## config.mk

```make
export PLATFORM = sky130hd
export DESIGN_NAME = mips_instr_encoder_flat
export DESIGN_NICKNAME = d
export VERILOG_FILES = /design/src/rtl/mips_enc_pkg.sv /design/src/rtl/mips_instr_encoder_if.sv /design/src/rtl/mips_field_packer.sv /design/src/rtl/mips_instr_encoder.sv /design/src/flat_wrapper.sv
export SDC_FILE = /design/constraint.sdc
export NUM_CORES = 1
export LEC_CHECK = 0
export BUFFER_PORTS_ARGS = -buffer_cell sky130_fd_sc_hd__buf_2
export CAP_MARGIN = 20
export CORE_ASPECT_RATIO = 1.1
export CORE_UTILIZATION = 54
export DETAILED_ROUTE_END_ITERATION = 10
export PLACE_DENSITY = 0.75
export SYNTH_ARGS = -nofsm -noshare
export SYNTH_HDL_FRONTEND = slang
export SYNTH_HIERARCHICAL = 1
export SYNTH_SLANG_ARGS = --single-unit
```

## constraint.sdc

```tcl
create_clock -name clk -period 4.55 [get_ports clk]
set_clock_uncertainty 0.15 [all_clocks]
set_input_delay 0.91 -clock clk [delete_from_list [all_inputs] [get_ports clk]]
set_output_delay 0.91 -clock clk [all_outputs]
set_load 0.02 [all_outputs]
```

## src/rtl/mips_enc_pkg.sv

```systemverilog
// Shared MIPS encoder/decoder constants: mnemonic codes, opcodes, funct fields, encoder states.
package mips_enc_pkg;

  typedef enum logic [3:0] {
    MN_ADD     = 4'd0,
    MN_ADDU    = 4'd1,
    MN_AND     = 4'd2,
    MN_JR      = 4'd3,
    MN_SYSCALL = 4'd4,
    MN_ADDI    = 4'd5,
    MN_ADDIU   = 4'd6,
    MN_ORI     = 4'd7,
    MN_LUI     = 4'd8,
    MN_LW      = 4'd9,
    MN_SW      = 4'd10,
    MN_BGTZ    = 4'd11,
    MN_J       = 4'd12,
    MN_JAL     = 4'd13
  } mnem_e;

  localparam logic [5:0] OP_RTYPE = 6'h00;
  localparam logic [5:0] OP_J     = 6'h02;
  localparam logic [5:0] OP_JAL   = 6'h03;
  localparam logic [5:0] OP_BGTZ  = 6'h07;
  localparam logic [5:0] OP_ADDI  = 6'h08;
  localparam logic [5:0] OP_ADDIU = 6'h09;
  localparam logic [5:0] OP_ORI   = 6'h0D;
  localparam logic [5:0] OP_LUI   = 6'h0F;
  localparam logic [5:0] OP_LW    = 6'h23;
  localparam logic [5:0] OP_SW    = 6'h2B;

  localparam logic [5:0] FN_JR      = 6'h08;
  localparam logic [5:0] FN_SYSCALL = 6'h0C;
  localparam logic [5:0] FN_ADD     = 6'h20;
  localparam logic [5:0] FN_ADDU    = 6'h21;
  localparam logic [5:0] FN_AND     = 6'h24;

  typedef enum logic {
    S_EMPTY = 1'b0,
    S_HOLD  = 1'b1
  } enc_state_e;

endpackage

```

## src/rtl/mips_instr_encoder_if.sv

```systemverilog
// Request/response bundle between an instruction producer and the encoder.
interface mips_instr_encoder_if;
  logic        in_valid;
  logic        in_ready;
  logic [3:0]  mnem;
  logic [4:0]  rs;
  logic [4:0]  rt;
  logic [4:0]  rd;
  logic [4:0]  shamt;
  logic [15:0] imm;
  logic [25:0] target;
  logic        out_valid;
  logic        out_ready;
  logic [31:0] out_instr;
  logic        out_illegal;

  modport master (
    output in_valid, mnem, rs, rt, rd, shamt, imm, target, out_ready,
    input  in_ready, out_valid, out_instr, out_illegal
  );

  modport slave (
    input  in_valid, mnem, rs, rt, rd, shamt, imm, target, out_ready,
    output in_ready, out_valid, out_instr, out_illegal
  );
endinterface

```

## src/rtl/mips_field_packer.sv

```systemverilog
// Combinational packer: mnemonic + operand fields -> 32-bit MIPS word; unused fields forced to 0.
module mips_field_packer
  import mips_enc_pkg::*;
(
  input  logic [3:0]  mnem,
  input  logic [4:0]  rs,
  input  logic [4:0]  rt,
  input  logic [4:0]  rd,
  input  logic [4:0]  shamt,
  input  logic [15:0] imm,
  input  logic [25:0] target,
  output logic [31:0] instr,
  output logic        illegal
);

  always_comb begin
    instr   = '0;
    illegal = 1'b0;
    case (mnem_e'(mnem))
      MN_ADD:     instr = {OP_RTYPE, rs, rt, rd, shamt, FN_ADD};
      MN_ADDU:    instr = {OP_RTYPE, rs, rt, rd, shamt, FN_ADDU};
      MN_AND:     instr = {OP_RTYPE, rs, rt, rd, shamt, FN_AND};
      MN_JR:      instr = {OP_RTYPE, rs, 15'b0, FN_JR};
      MN_SYSCALL: instr = {26'b0, FN_SYSCALL};
      MN_ADDI:    instr = {OP_ADDI, rs, rt, imm};
      MN_ADDIU:   instr = {OP_ADDIU, rs, rt, imm};
      MN_ORI:     instr = {OP_ORI, rs, rt, imm};
      MN_LUI:     instr = {OP_LUI, 5'b0, rt, imm};
      MN_LW:      instr = {OP_LW, rs, rt, imm};
      MN_SW:      instr = {OP_SW, rs, rt, imm};
      MN_BGTZ:    instr = {OP_BGTZ, rs, 5'b0, imm};
      MN_J:       instr = {OP_J, target};
      MN_JAL:     instr = {OP_JAL, target};
      default:    illegal = 1'b1;
    endcase
  end

endmodule

```

## src/rtl/mips_instr_encoder.sv

```systemverilog
// MIPS instruction encoder: 1-entry registered output stage with valid/ready, plus a
// program buffer that captures every legal word the consumer takes.
module mips_instr_encoder
  import mips_enc_pkg::*;
#(
  parameter int unsigned DEPTH  = 16,
  parameter int unsigned ADDR_W = 4
) (
  input  logic                clk,
  input  logic                reset,
  input  logic                clear,
  mips_instr_encoder_if.slave bus,
  output logic [ADDR_W-1:0]   out_addr,
  output logic [ADDR_W:0]     buf_count,
  output logic                buf_full,
  output logic                overflow,
  input  logic [ADDR_W-1:0]   rd_addr,
  output logic [31:0]         rd_data
);

  enc_state_e          state;
  logic [31:0]         packed_instr;
  logic                packed_illegal;
  logic                accept;
  logic                fire;
  logic                store;
  logic [ADDR_W-1:0]   wptr;
  logic [31:0]         mem [DEPTH];

  mips_field_packer u_packer (
    .mnem    (bus.mnem),
    .rs      (bus.rs),
    .rt      (bus.rt),
    .rd      (bus.rd),
    .shamt   (bus.shamt),
    .imm     (bus.imm),
    .target  (bus.target),
    .instr   (packed_instr),
    .illegal (packed_illegal)
  );

  assign bus.in_ready = !bus.out_valid || bus.out_ready;
  assign accept       = bus.in_valid && bus.in_ready;
  assign fire         = bus.out_valid && bus.out_ready;
  assign buf_full     = (buf_count == (ADDR_W+1)'(DEPTH));
  // Reset gates the write so a word aborted by reset never lands in the buffer.
  assign store        = reset && fire && !bus.out_illegal && !buf_full;
  assign out_addr     = wptr;

  always_ff @(posedge clk) begin
    if (!reset) begin
      state           <= S_EMPTY;
      bus.out_valid   <= 1'b0;
      bus.out_instr   <= '0;
      bus.out_illegal <= 1'b0;
    end else begin
      case (state)
        S_EMPTY: begin
          if (accept) begin
            state           <= S_HOLD;
            bus.out_valid   <= 1'b1;
            bus.out_instr   <= packed_instr;
            bus.out_illegal <= packed_illegal;
          end
        end
        S_HOLD: begin
          if (accept) begin
            bus.out_instr   <= packed_instr;
            bus.out_illegal <= packed_illegal;
          end else if (bus.out_ready) begin
            state         <= S_EMPTY;
            bus.out_valid <= 1'b0;
          end
        end
        default: begin
          state         <= S_EMPTY;
          bus.out_valid <= 1'b0;
        end
      endcase
    end
  end

  // Clear takes priority over a coincident store: the RAM write may still happen,
  // but pointer and count restart from zero.
  always_ff @(posedge clk) begin
    if (!reset) begin
      wptr      <= '0;
      buf_count <= '0;
      overflow  <= 1'b0;
      rd_data   <= '0;
    end else begin
      rd_data <= mem[rd_addr];
      if (clear) begin
        wptr      <= '0;
        buf_count <= '0;
        overflow  <= 1'b0;
      end else begin
        if (store) begin
          wptr      <= wptr + ADDR_W'(1);
          buf_count <= buf_count + (ADDR_W+1)'(1);
        end
        if (fire && !bus.out_illegal && buf_full)
          overflow <= 1'b1;
      end
    end
  end

  always_ff @(posedge clk) begin
    if (store)
      mem[wptr] <= bus.out_instr;
  end

endmodule

```

## src/flat_wrapper.sv

```systemverilog
// flat-port wrapper written by rule: the top's interface ports become plain ports
module mips_instr_encoder_flat import mips_enc_pkg::*;
#(
  parameter int unsigned DEPTH  = 16,
  parameter int unsigned ADDR_W = 4
)
  (clk, reset, clear, out_addr, buf_count, buf_full, overflow, rd_addr, rd_data, bus_in_valid, bus_mnem, bus_rs, bus_rt, bus_rd, bus_shamt, bus_imm, bus_target, bus_out_ready, bus_in_ready, bus_out_valid, bus_out_instr, bus_out_illegal);
  mips_instr_encoder_if bus_i ();
  input  logic clk;
  input  logic reset;
  input  logic clear;
  output logic [ADDR_W-1:0] out_addr;
  output logic [ADDR_W:0] buf_count;
  output logic buf_full;
  output logic overflow;
  input  logic [ADDR_W-1:0] rd_addr;
  output logic [31:0] rd_data;
  input wire logic [$bits(bus_i.in_valid)-1:0] bus_in_valid;
  input wire logic [$bits(bus_i.mnem)-1:0] bus_mnem;
  input wire logic [$bits(bus_i.rs)-1:0] bus_rs;
  input wire logic [$bits(bus_i.rt)-1:0] bus_rt;
  input wire logic [$bits(bus_i.rd)-1:0] bus_rd;
  input wire logic [$bits(bus_i.shamt)-1:0] bus_shamt;
  input wire logic [$bits(bus_i.imm)-1:0] bus_imm;
  input wire logic [$bits(bus_i.target)-1:0] bus_target;
  input wire logic [$bits(bus_i.out_ready)-1:0] bus_out_ready;
  output wire logic [$bits(bus_i.in_ready)-1:0] bus_in_ready;
  output wire logic [$bits(bus_i.out_valid)-1:0] bus_out_valid;
  output wire logic [$bits(bus_i.out_instr)-1:0] bus_out_instr;
  output wire logic [$bits(bus_i.out_illegal)-1:0] bus_out_illegal;
  assign bus_i.in_valid = bus_in_valid;
  assign bus_i.mnem = bus_mnem;
  assign bus_i.rs = bus_rs;
  assign bus_i.rt = bus_rt;
  assign bus_i.rd = bus_rd;
  assign bus_i.shamt = bus_shamt;
  assign bus_i.imm = bus_imm;
  assign bus_i.target = bus_target;
  assign bus_i.out_ready = bus_out_ready;
  assign bus_in_ready = bus_i.in_ready;
  assign bus_out_valid = bus_i.out_valid;
  assign bus_out_instr = bus_i.out_instr;
  assign bus_out_illegal = bus_i.out_illegal;
  mips_instr_encoder #(.DEPTH(DEPTH), .ADDR_W(ADDR_W)) u_core (.clk(clk), .reset(reset), .clear(clear), .bus(bus_i), .out_addr(out_addr), .buf_count(buf_count), .buf_full(buf_full), .overflow(overflow), .rd_addr(rd_addr), .rd_data(rd_data));
endmodule
```

==> summary.md, run 1 <==
| Metric | Value |
|---|---|
| Pin count of the biggest net entering global routing | 78 |
| Worst Setup Path Type | flip-flop to flip-flop |
| Area grow syn2layout | 14.2% |
| Initial core utilization | 54.9% |
| Layout net count | 1679 |
| Vias in the first global route | 13300 |
| Synth Area in XOR/XNOR | 0.339% |
| RSZ-0062 raised after global routing | no |
| Fin. max-slew vios | 0 |
| Global-route usage over all layers | 24.4% |
| Total number of H-tree levels | 2 |
| Clock sink total | 589 |
| Drt pass-1 iters | 5 |
| Synthesized flop and latch total | 589 |
| Total Wirelength | 52600 um |
| Worst Max-Slew Pin Slew | 1040 ps |
| Post-Synthesis Cells | 1425 |
| Most common cell after layout, fill and taps aside | edfxtp_1 |
| Post-detail-place hpwl | 31200 um |
| Vias/cell | 5.95 |
| Crit-path cells | inv_1 > ha_1 > nand4bb_1 > inv_2 > nor2_2 > nand2_1 > nor2_4 > buf_4 |
| Pwr dens | 432 nW/um^2 |
| Initial antenna violation count | 0 |
| Hold Slack | 310 ps |
| Average cell area after synthesis | 16.3 um^2 |
| Largest family of logic cells by synthesized area | multiplexers |
| Core ar. | 42400 um^2 |
| Port-buffer cells | 152 |
| Compound-cell area share of the yosys netlist | 8.21% |
| Max Fclk | 313 MHz |
| # Max-Cap Violations | 0 |
| Lkg Pwr | 9.98 nW |
| Clock latency on the worst-skew pair | 580 ps |
| IO Pins | 153 |
| DR DRC count | 0 |
| Critical path peak fanout | 22 |
| Avg WL per Cell | 23.8 um |
| Post-Route Setup TNS | 0 ps |
| Worst VDD drop | 0.265 mV |
| Mux share of post-synthesis cell area | 11.2% |
| Post-CTS Hold Buffers | 0 |
| Row count | 79 |
| Adder-cell share of the synthesized area | 0.323% |
| Final Wtd Congestion | 0.863 |
| Total gr overflow | 0 |
| Die Y | 220 um |
| Setup bufs post-CTS | 0 |
| Layout cell share with drive strength beyond 1 | 20.1% |
| Slowest CP cell | nor2_4 |
| Endpoints failing hold | 0 |
| Reg clk slew, reported paths | 60 ps |
| First-pass GRT wire length | 78800 um |
| CP endpoint kind | flip-flop |
| Synth unique cells | 51 |
| CP peak stage delay | 790 ps |
| Via count | 13200 |
| Initial drt markers | 1196 |
| CTS tree | yes |
| Die ar. | 43900 um^2 |
| Synth Area in Simple Gates | 3.85% |
| Most frequent cells in the layout | edfxtp_1 (512), mux2i_1 (232), buf_2 (151) |
| Max-slew headroom | 31.0% |
| Post-Syn Nets | 1506 |
| Yosys warnings | 6 |
| Area of the mapped netlist | 23300 um^2 |
| Antenna viol nets, final | 0 |
| Hold Path Class | flip-flop to flip-flop |
| Worst Setup Start Kind | flip-flop |
| Die Wd | 200 um |
| Tcrit/Tclk final | 70.2% |
| Clk root buf | clkbuf_16 |
| Crit path arrival time | 3330 ps |
| Setup violators final | 0 |
| Critical Path RT | 4680 ps |
| Final min period | 3200 ps |
| Sequential share of the synthesized area | 72.7% |
| Post-CTS Resized | 0 |
| Clock Path Buffers | 3 |
| Status | completed |
| Num CTS Buffers | 55 |
## routing by layer
layer  part of all wire, %  vias up  GRT usage, %
met1                    40     6557          32.5
met2                    49      642          41.3
met4                   2.8        0          7.56
met3                   8.2       96          3.76
li1                      -     5865             -
met5                     0        -             0
## flip-flops by register name (all words and copies together) (netlist names)
register	cells
u_core/out_addr	4
u_core/buf_count	5
u_core/overflow	1
u_core/bus.out_instr	32
u_core/state	1
u_core/bus.out_valid	1
u_core/bus.out_illegal	1
u_core/rd_data	32
u_core/mem	512
## per-stage QoR
| stage | util (%) | total power [W] | std cells | cell area, um^2 | setup WS, ps |
|---|---|---|---|---|---|
| 6_report | 62.7 | 0.0115 | 2212 | 26600 | 1350 |
| 2_1_floorplan | - | 0.00653 | 1425 | 23300 | 141 |
| 3_3_place_gp | 58.0 | 0.00674 | 2106 | 24600 | 1240 |
| 5_1_grt | 62.7 | 0.0118 | 2210 | 26600 | 1160 |
| 3_5_place_dp | 58.0 | 0.00675 | 2106 | 24600 | 1140 |
| 4_1_cts | 62.5 | 0.0115 | 2208 | 26500 | 1360 |
## area by class of cell
| class | instances | area (um^2) |
|---|---|---|
| Sequential cell | 589 | 16900 |
| Timing Repair Buffer | 203 | 1230 |
| Fill cell | 2943 | 15800 |
| Clock inverter | 30 | 445 |
| Multi-Input combinational cell | 727 | 5700 |
| Clock buffer | 72 | 1490 |
| Antenna cell | 2 | 5.00 |
| Inverter | 22 | 82.6 |
| Tap cell | 567 | 709 |
## critical path, delay by kind of cell, from the launching register on
family	cells	cell delay, ps
AND/OR/NAND/NOR	4	1610
flip-flops	1	420
adder cells (fa/ha/maj)	1	210
buffers and inverters	3	510
## cells by family after synthesis
kind of cell | Yosys count
adders and majority gates | 6
muxes | 244
buffers and inverters | 109
AOI/OAI and AO/OA | 260
other | 1
and+or+nand+nor | 207
DFF | 589
xor gates and xnor gates | 9
## cells in the mapped netlist, drive strengths merged
library cell  number  area share (%)
nor3               5            0.11
and3b              1           0.038
conb               1           0.016
o2bb2ai            5            0.19
dfxtp             77             6.6
xnor2              5            0.19
o22a               1           0.038
a32oi              1           0.038
a31oi              1           0.027
nand3              3           0.064
ha                 6            0.32
a22oi            119             3.8
a21boi            33             1.1
nand2            133             2.1
o211a              1           0.043
and4b              1           0.043
buf               49             2.4
nand2b            11            0.30
a211oi             6            0.32
edfxtp           512              66
mux4              12             1.2
a22o               5            0.19
and3               1           0.027
or2                2           0.054
nand4              2           0.054
nor2              34            0.58
mux2i            232              10
xor2               4            0.15
and2b              4            0.13
a21oi             11            0.24
clkbuf            38            0.61
nor2b              3           0.081
o21ai             39            0.84
and2               5            0.15
a21o               3           0.097
nand4b             1           0.038
a221oi            13            0.70
nand4bb            1           0.048
o22ai             22            0.59
inv               22            0.35
## report_power, final
| group | switching [W] | internal (W) | leakage (nW) | total (W) |
|---|---|---|---|---|
| clock network | 0.00192 | 0.00293 | 0.937 | 0.00485 |
| registers | 0.0000801 | 0.00592 | 5.43 | 0.00600 |
| logic | 0.000401 | 0.000239 | 3.61 | 0.000640 |
## path summary, 6_finish.rpt
| kind | endpoint | from | slack, ps | cells after the start |
|---|---|---|---|---|
| max | u_core/mem[4][1] | u_core/buf_count[0] | 1350 | 8 |
| min | u_core/bus.out_instr[23] | u_core/bus.out_instr[23] | 310 | 2 |
| max reg2reg | u_core/mem[4][1] | u_core/buf_count[0] | 1350 | 8 |
| min reg2reg | u_core/bus.out_instr[23] | u_core/bus.out_instr[23] | 310 | 2 |
Note: power is estimated with default switching activity, not from simulation.
==> run 2, diff against run 1 <==
==> constraint.sdc (replaced) <==
create_clock -name clk -period 2.75 [get_ports clk]
set_clock_uncertainty 0.15 [all_clocks]
set_input_delay 0.55 -clock clk [delete_from_list [all_inputs] [get_ports clk]]
set_output_delay 0.55 -clock clk [all_outputs]
set_load 0.02 [all_outputs]
==> run 2 against run 1 <==
Effect of this change:
- sequential share of layout area is 0.94 points lower
- first-iteration DRC count increased by 2.8%
- via count is 0.49% higher
- die area unchanged
- design area is 1.5% higher
- critical path depth unchanged
- power grew 62%
- count of clock-buffer cells in the layout increased by 13
- combinational power is 83% higher
- fmax up 34%
- critical path type unchanged
- largest power group unchanged
==> summary.md, run 2 (synthesized netlist as in run 1, its figures left out) <==
| Metric | Value |
|---|---|
| Combinational power share | 6.3% (was 5.6%) |
| Setup bufs post-CTS | 0 (unchanged) |
| Lkg Pwr | 10.2 nW (was 9.98 nW) |
| Layout net count | 1709 (was 1679) |
| First-pass GRT wire length | 80600 um (was 78800 um) |
| Fin. max-slew vios | 0 (unchanged) |
| Initial antenna violation count | 0 (unchanged) |
| Slowest CP cell | dfxtp_2 (was nor2_4) |
| Num CTS Buffers | 54 (was 55) |
| CP peak stage delay | 370 ps (was 790 ps) |
| Worst Setup Path Type | flip-flop to flip-flop (unchanged) |
| Critical Path RT | 2820 ps (was 4680 ps) |
| Port-buffer cells | 152 (unchanged) |
| Core ar. | 42400 um^2 (unchanged) |
| Family with the most delay on the worst path | simple AND/OR/NAND/NOR gates (unchanged) |
| Most frequent CP cell | nor2_4 |
| Dpl ws | 186 ps (was 1140 ps) |
| Layout cell share with drive strength beyond 1 | 21.9% (was 20.1%) |
| Clock sink total | 589 (unchanged) |
| Max-slew headroom | 23.1% (was 31.0%) |
| Post-CTS Hold Buffers | 0 (unchanged) |
| Endpoints failing hold | 0 (unchanged) |
| Die Wd | 200 um (unchanged) |
| Clock latency on the worst-skew pair | 570 ps (was 580 ps) |
| IO Pins | 153 (unchanged) |
| Most frequent cells in the layout | edfxtp_1 (512), mux2i_1 (232), buf_2 (151) (unchanged) |
| Post-detail-place hpwl | 32800 um (was 31200 um) |
| RR Startpoint | u_core/buf_count[0] (unchanged) |
| Max Fclk | 420 MHz (was 313 MHz) |
| Crit path arrival time | 2450 ps (was 3330 ps) |
| Top Registers | u_core/mem (512), u_core/bus.out_instr (32), u_core/rd_data (32) (unchanged) |
| Vias/cell | 5.90 (was 5.95) |
| N_diodes | 0 (was 2) |
| Worst VDD drop | 0.457 mV (was 0.265 mV) |
| Total number of H-tree levels | 2 (unchanged) |
| Worst Hold End | u_core/bus.out_valid (was u_core/bus.out_instr[23]) |
| Total power | 0.0187 W (was 0.0115 W) |
| Biggest register | u_core/mem (unchanged) |
| # Max-Cap Violations | 0 (unchanged) |
| Crit-path cells | inv_1 > ha_1 > nand4bb_1 > inv_2 > nor2_4 > nand2_1 > nor2_4 > buf_4 (was inv_1 > ha_1 > nand4bb_1 > inv_2 > nor2_2 > nand2_1 > nor2_4 > buf_4) |
| Placed Area | 25100 um^2 (was 24600 um^2) |
| Worst Max-Slew Pin Slew | 1150 ps (was 1040 ps) |
| Pin count of the biggest net entering global routing | 65 (was 78) |
| Total gr overflow | 0 (unchanged) |
| Clock power frac | 40.7% (was 42.2%) |
| Final Wtd Congestion | 0.866 (was 0.863) |
| Tcrit/Tclk final | 86.6% (was 70.2%) |
| Die Y | 220 um (unchanged) |
| Initial drt markers | 1229 (was 1196) |
| Initial core utilization | 54.9% (unchanged) |
| R2r setup slk | 370 ps (was 1350 ps) |
| Clock Path Buffers | 3 (unchanged) |
| Worst r2r dst | u_core/mem[9][2] (was u_core/mem[4][1]) |
| Global-route usage over all layers | 25.1% (was 24.4%) |
| Sequential share of power | 53.0% (was 52.2%) |
| Avg WL per Cell | 24.2 um (was 23.8 um) |
| Critical path peak fanout | 21 (was 22) |
| Final min period | 2380 ps (was 3200 ps) |
| Total Wirelength | 54100 um (was 52600 um) |
| RSZ-0062 raised after global routing | no (unchanged) |
| Post-CTS Resized | 0 (unchanged) |
| Fillers | 2983 (was 2943) |
| Max reg flops | 512 (unchanged) |
| Seq. cell area | 16900 um^2 (about the same) |
| Reg2Reg Depth | 8 (unchanged) |
| Area grow syn2layout | 15.9% (was 14.2%) |
| Vias in the first global route | 13400 (was 13300) |
| Status | completed (unchanged) |
| Pwr dens | 691 nW/um^2 (was 432 nW/um^2) |
| Via count | 13200 (about the same) |
| Hold path start | bus_in_valid (was u_core/bus.out_instr[23]) |
| CTS tree | yes (unchanged) |
| Most common cell after layout, fill and taps aside | edfxtp_1 (unchanged) |
| Row count | 79 (unchanged) |
| Clk root buf | clkbuf_16 (unchanged) |
| Multi-input gate area | 5730 um^2 (was 5700 um^2) |
| Hold Slack | 122 ps (was 310 ps) |
| Final worst slack | 370 ps (was 1350 ps) |
| Worst Setup Start Kind | flip-flop (unchanged) |
| Hold Path Stages | 3 (was 2) |
| DR DRC count | 0 (unchanged) |
| CP endpoint kind | flip-flop (unchanged) |
| Hold Path Class | primary input to flip-flop (was flip-flop to flip-flop) |
| Setup violators final | 0 (unchanged) |
| Worst path bufs/invs | 3 (unchanged) |
| Cell internal pwr | 0.0147 W (was 0.00909 W) |
| Reg clk slew, reported paths | 60 ps (about the same) |
| Sw Share | 21.0% (was 20.9%) |
| Die ar. | 43900 um^2 (unchanged) |
| Drt pass-1 iters | 5 (unchanged) |
| Design Area, Final | 27000 um^2 (was 26600 um^2) |
| Antenna viol nets, final | 0 (unchanged) |
| Switch Pwr | 0.00392 W (was 0.00240 W) |
## run 2: cell count changes in the layout (fill, tap and decap cells not counted), sizes merged
cell / previous run / this run
diode: 2 / 0
clkbuf: 72 / 85
clkinv: 17 / 9
buf: 203 / 234
inv: 23 / 24
bufinv: 11 / 4
## run 2: worst register-to-register path, stage by stage, from the launching register on
cell       delay (ps)
dfxtp_2           370
inv_1              60
ha_1              190
nand4bb_1         130
inv_2              90
nor2_4            220
nand2_1           280
nor2_4            170
buf_4             340
## run 2: worst max-delay path by stage
stage                                   startpoint                  to  slack, ps  cells after the start
after global routing           u_core/buf_count[0]   u_core/mem[9][11]        270                      8
after floorplan                              reset    u_core/mem[7][0]       -360                      4
after CTS                 u_core/bus.out_instr[19]   bus_out_instr[19]        350                      1
final                          u_core/buf_count[0]    u_core/mem[9][2]        370                      8
after global placement                  rd_addr[1]   u_core/rd_data[0]        230                      6
after detailed placement                rd_addr[1]  u_core/rd_data[27]        190                      6
## run 2: layout make-up
class                      count  area share [%]
inverter                      22           0.306
timing repair buffer         234            6.30
sequential                   589            62.7
tap                          567            2.63
clock inverter                16           0.691
multi-input combinational    727            21.2
clock buffer                  85            6.12
## run 2: power by group through the flow
stage | Combinational (W) | Clock [W] | Sequential, W
floorplan | 0.000635 | 0 | 0.0102
global placement | 0.00113 | 0 | 0.0101
detailed placement | 0.00116 | 0 | 0.0101
CTS | 0.00117 | 0.00767 | 0.00989
global route | 0.00125 | 0.00801 | 0.00990
finish | 0.00117 | 0.00759 | 0.00989
## run 2: through the flow
stage / util (%) / std cells / setup TNS [ps]
floorplan: - / 1425 / -33340
global placement: 59.3 / 2139 / 0
detailed placement: 59.3 / 2139 / 0
CTS: 63.6 / 2240 / 0
global route: 63.6 / 2240 / 0
finish: 63.6 / 2240 / 0
## run 2: routing by layer
layer,global-route usage [%],wire length (um)
met5,0,0
met4,6.54,1080
met3,3.00,4190
met2,42.1,26700
met1,34.8,22100
